$ cat src/rtl/adat_rx_tdm_tx.sv
`default_nettype none
// ============================================================================
// Module   : adat_rx_tdm_tx
// Function : Re-serialises decoded ADAT sample frames (8 ch x DATA_BITS) onto
//            a free-running TDM8 link (BCLK / FSYNC / SDATA, DSP mode,
//            0-bit delay). A one-deep pending buffer bridges the ADAT and
//            TDM frame rates: underrun repeats the previous frame, overrun
//            drops the older pending frame, loss of lock mutes.
// Revision : 1.0 - initial release
// ============================================================================
module adat_rx_tdm_tx #(
    parameter int BCLK_DIV  = 4,
    parameter int DATA_BITS = 24,
    parameter int SLOT_BITS = 32
) (
    input  logic                      i_clk,
    input  logic                      i_rst,
    input  logic [7:0][DATA_BITS-1:0] i_channels,
    input  logic                      i_valid,
    input  logic                      i_locked,
    output logic                      o_bclk,
    output logic                      o_fsync,
    output logic                      o_sdata,
    output logic                      o_frame_start,
    output logic                      o_underrun,
    output logic                      o_overrun
);

    localparam int c_DIV_W = $clog2(2 * BCLK_DIV);
    localparam int c_BIT_W = (SLOT_BITS > 1) ? $clog2(SLOT_BITS) : 1;

    localparam logic [c_DIV_W-1:0] c_DIV_LAST = c_DIV_W'(2 * BCLK_DIV - 1);
    localparam logic [c_DIV_W-1:0] c_DIV_HALF = c_DIV_W'(BCLK_DIV);
    localparam logic [c_BIT_W-1:0] c_BIT_LAST = c_BIT_W'(SLOT_BITS - 1);

    // Timing state: the frame bit counter is kept as (slot, bit-in-slot).
    logic [c_DIV_W-1:0]        r_div;
    logic [2:0]                r_slot;
    logic [c_BIT_W-1:0]        r_bit;

    // Sample buffers.
    logic [7:0][DATA_BITS-1:0] r_active;
    logic [7:0][DATA_BITS-1:0] r_pending;
    logic                      r_pend_valid;

    logic                      w_boundary;
    logic                      w_frame_start;
    logic                      w_capture;
    logic [7:0][DATA_BITS-1:0] w_active_next;
    logic [7:0][DATA_BITS-1:0] w_sel;
    logic [DATA_BITS-1:0]      w_word;
    logic [DATA_BITS-1:0]      w_shift;
    logic                      w_sdata;

    assign w_boundary    = (r_div == '0);
    assign w_frame_start = w_boundary && (r_slot == 3'd0) && (r_bit == '0);
    assign w_capture     = i_valid && i_locked;

    // Content the active buffer takes at a frame start: mute, fresh, or repeat.
    always_comb begin
        w_active_next = r_active;
        if (!i_locked) begin
            w_active_next = '0;
        end else if (r_pend_valid) begin
            w_active_next = r_pending;
        end
    end

    // Bit to drive: in a frame-start cycle it already comes from the new content.
    // Shifting left by the bit index leaves zero once past DATA_BITS (padding).
    always_comb begin
        w_sel   = w_frame_start ? w_active_next : r_active;
        w_word  = w_sel[r_slot];
        w_shift = w_word << r_bit;
        w_sdata = w_shift[DATA_BITS-1];
    end

    // Free-running BCLK divider and frame bit position.
    always_ff @(posedge i_clk) begin
        if (i_rst) begin
            r_div  <= '0;
            r_slot <= 3'd0;
            r_bit  <= '0;
            o_bclk <= 1'b0;
        end else begin
            r_div  <= (r_div == c_DIV_LAST) ? '0 : r_div + 1'b1;
            o_bclk <= (r_div >= c_DIV_HALF);
            if (w_boundary) begin
                if (r_bit == c_BIT_LAST) begin
                    r_bit  <= '0;
                    r_slot <= r_slot + 3'd1;
                end else begin
                    r_bit  <= r_bit + 1'b1;
                end
            end
        end
    end

    // Serial outputs and frame-start transfer, updated on BCLK falling edges.
    always_ff @(posedge i_clk) begin
        if (i_rst) begin
            r_active      <= '0;
            o_fsync       <= 1'b0;
            o_sdata       <= 1'b0;
            o_frame_start <= 1'b0;
            o_underrun    <= 1'b0;
        end else begin
            o_frame_start <= w_frame_start;
            o_underrun    <= w_frame_start && i_locked && !r_pend_valid;
            if (w_frame_start) begin
                r_active <= w_active_next;
            end
            if (w_boundary) begin
                o_fsync <= w_frame_start;
                o_sdata <= w_sdata;
            end
        end
    end

    // Pending buffer: capture from the receiver, release at frame start.
    always_ff @(posedge i_clk) begin
        if (i_rst) begin
            r_pending    <= '0;
            r_pend_valid <= 1'b0;
            o_overrun    <= 1'b0;
        end else begin
            o_overrun <= w_capture && r_pend_valid && !w_frame_start;
            if (w_capture) begin
                r_pending    <= i_channels;
                r_pend_valid <= 1'b1;
            end else if (w_frame_start) begin
                r_pend_valid <= 1'b0;
            end
        end
    end

endmodule
`default_nettype wire

$ cat config.mk
export PLATFORM = sky130hd
export DESIGN_NAME = adat_rx_tdm_tx
export DESIGN_NICKNAME = d
export VERILOG_FILES = /design/src/rtl/adat_rx_tdm_tx.sv
export SDC_FILE = /design/constraint.sdc
export NUM_CORES = 1
export LEC_CHECK = 0
export BUFFER_PORTS_ARGS = -buffer_cell sky130_fd_sc_hd__buf_4
export CAP_MARGIN = 20
export CORE_MARGIN = 4
export CORE_UTILIZATION = 45
export DETAILED_ROUTE_END_ITERATION = 6
export MAX_ROUTING_LAYER = met4
export PLACE_DENSITY = 0.74
export SLEW_MARGIN = 40
export SYNTH_ARGS = -nofsm -noshare
export SYNTH_HDL_FRONTEND = slang
export SYNTH_SLANG_ARGS = --single-unit
$ cat constraint.sdc
create_clock -name i_clk -period 3.1 [get_ports i_clk]
set_clock_uncertainty 0.2 [all_clocks]
set_input_delay 0.31 -clock i_clk [delete_from_list [all_inputs] [get_ports i_clk]]
set_output_delay 0.31 -clock i_clk [all_outputs]
set_load 0.02 [all_outputs]
==> out/metrics.cfg <==
[logic_synthesis]
synth_nets=2613
postSynth.asyncResetShare=0
ys_types=76
postSynthAreaPerCell_sq_um=7.50
synth-edff-count=0
synth_top_cell_by_area=dfxtp_1
synth_flop_cell=dfxtp_1
netlist_area_sq_um=18100
yosys_warnings=0
synth.top_cell.area_share=0.445
synth_area_leaders=dfxtp_1 (45%), nand2_1 (13%), a21oi_1 (7.1%)
netlist_instances=2409
ys_seq_area_frac=0.445
ys_seq_elements=402

[route]
post_drt_wl_per_cell_microns=19.8
drt_iter0_drc=2186
drc=0
drt-total-wl_microns=65900
vias=19500
first_pass_iters=6
ant_nets=0
vias_per_cell=5.87

[grt]
grt_pass1_vias=18700
grt_max_degree=132
grtUsageTotal=0.298
grt_antenna_before_repair=0
grt_pass1_wl_microns=103000
grt_overflow=0

[power]
ir_worst_vdd_mv=0.352
power_density_nw_per_um2=529
p_leak_nw=8.93
total_power_mw=12.8

[critical_path]
worstPathMaxFanout=13
cp-end-kind=flip-flop
cp.required_ns=3.39
cp_cell_sequence=inv_1 -> ha_1 -> or4b_4 -> nor2_4 -> buf_12 -> buf_12 -> nand4_1 -> nand3_1 -> mux4_2 -> nand3_1 -> a22o_1 -> a41o_1 -> o311ai_1
critPathKind=flip-flop to flip-flop
cp_top_family=simple AND/OR/NAND/NOR gates
max_stage_delay_ns=0.57
cp-start-kind=flip-flop
cp.arrival_ns=3.51
crit_slowest_cell=or4b_4
path_buf_inv=3

[floorplanning]
die_x_microns=208
initial_core_util=0.455
coreArea_sq_um=39700
dieArea_sq_um=43400
num_rows=73
io_pins=202
die_h_microns=208

[placement]
hpwl_microns=43300
dp.cells=3040
portBuffers=201
gp_congestion=0.961

[finish]
syn2layout_area_growth_pct=34.3
drive_above_1_share=0.162
utilization=0.611
mostFrequentLayoutCell=nand2_1
nets=2970
final_cell_mix=nand2_1 (637), dfxtp_1 (401), buf_4 (315)
finalNonFillerCells=3323
n_antenna_cell=0
fill_cells=3400

[clock_tree]
cts.sinks=402
clock-root-buffer=clkbuf_16
cts_tree=yes
insertion_delay_ns=0.59
clk_pin_slew_ns=0.06
htreeDepth=2
cts_buffer_depth=3
cts_inserted_buffers=43

[outcome]
outcome=complete, but fails checks
violations=setup timing

[sta]
setup_viol=1
clock.fmax_mhz=310
layout_min_cycle_time_ns=3.23
rsz0062_at_grt=yes
slew_viol_final=0
tightest_slew_ns=0.702
min_period_over_period=1.04
finalHoldViolCount=0
hold_ws_ns=0.0736
max_slew_margin=0.532
worst_slack_ns=-0.126

[min_path]
hold_path_class=input port to flip-flop

[job]
cap_violations=0

## synthesized netlist by cell type (7+ instances only)
master / n
nand2_1: 638
dfxtp_1: 402
a21oi_1: 257
clkbuf_1: 170
nor2_1: 127
nand3_1: 103
o21ai_0: 89
nand4_1: 83
a22oi_1: 77
a31oi_1: 58
inv_1: 57
nor2b_1: 43
o211ai_1: 37
o22ai_1: 35
buf_1: 25
buf_2: 25
o32ai_1: 16
a221oi_1: 13
a211oi_1: 12
a211o_1: 10
nor3_1: 9
o311a_1: 9
ha_1: 8
a221o_1: 7
and3_1: 7
nand2b_1: 7
## flip-flops by register name (all words and copies together) (netlist names)
signal and flops:
o_bclk 1, o_frame_start 1, o_fsync 1, o_overrun 1
o_sdata 1, o_underrun 1, r_active 192, r_bit 5
r_div 3, r_pend_valid 1, r_pending 192, r_slot 3
## per-stage QoR
| stage | TNS (ns) | instance area, sq um | worst slack (ns) |
|---|---|---|---|
| after CTS | -0.0561 | 24200 | -0.0561 |
| after global placement | -0.169 | 20700 | -0.169 |
| after floorplan | 0 | 18100 | 0.00662 |
| after global routing | -0.280 | 24300 | -0.280 |
| final | -0.126 | 24300 | -0.126 |
| after detailed placement | -0.174 | 20700 | -0.174 |
## where the power goes
| part | switching (mW) | internal, mW |
|---|---|---|
| sequential | 0.109 | 5.31 |
| clock | 2.19 | 3.17 |
| combinational | 1.20 | 0.853 |
| total | 3.50 | 9.34 |
## final timing paths
kind | start | end | slack (ns) | depth (start not counted)
worst max register to register | r_bit[1]$_SDFFE_PP0N_ | o_sdata$_SDFFE_PP0N_ | -0.13 | 13
worst min-delay path | i_valid | r_pending[24]$_SDFFE_PP0P_ | 0.07 | 5
worst max-delay path | r_bit[1]$_SDFFE_PP0N_ | o_sdata$_SDFFE_PP0N_ | -0.13 | 13
worst min register to register | r_pending[127]$_SDFFE_PP0P_ | r_pending[127]$_SDFFE_PP0P_ | 0.26 | 2
## cells by family (layout without fill, tap and decap cells)
logic type | Yosys count | count (layout) | synth area share
AND/OR/NAND/NOR | 1047 | 1048 | 0.253
AO/OA/AOI/OAI | 660 | 660 | 0.228
flip-flops | 402 | 402 | 0.445
buffers and inverters | 285 | 673 | 0.0632
adder cells (fa/ha/maj) | 8 | 8 | 0.00554
multiplexers | 5 | 5 | 0.00360
XOR/XNOR | 2 | 2 | 0.000970
## worst reg2reg max path, delay by kind of cell, from the launching register on
family	cells	cell delay, ns
compound gates	3	0.73
fa+ha+maj	1	0.15
mux	1	0.26
simple gates	5	1.08
flops	1	0.31
buf+inv	3	0.38
## final cells by class
class,instances,area [sq um],area share
clock inverters,24,292,0.0120
inverters,58,218,0.00897
repair buffers,538,4860,0.200
clock buffers,53,1160,0.0480
flip-flops and latches,402,8050,0.332
well taps,525,657,0.0271
multi-input cells,1723,9030,0.372
## layer usage
| metal | GRT usage | vias to the layer above | wire (microns) |
|---|---|---|---|
| met1 | 0.376 | 9235 | 27000 |
| li1 | - | 9149 | - |
| met3 | 0.0574 | 191 | 5470 |
| met5 | - | - | 0 |
| met4 | 0.130 | 0 | 3130 |
| met2 | 0.470 | 929 | 30300 |
## repair_timing
| action | CTS | global route |
|---|---|---|
| hold buffers | 194 | 0 |
| setup buffers | 9 | 2 |
| endpoints found under the setup margin | 1 | 1 |
| pin swaps | 8 | 9 |
| hold endpoints to repair | 195 | 0 |
| gates resized for setup | 13 | 9 |
| cloned | 1 | 0 |
Note: power is estimated with default switching activity, not from simulation.
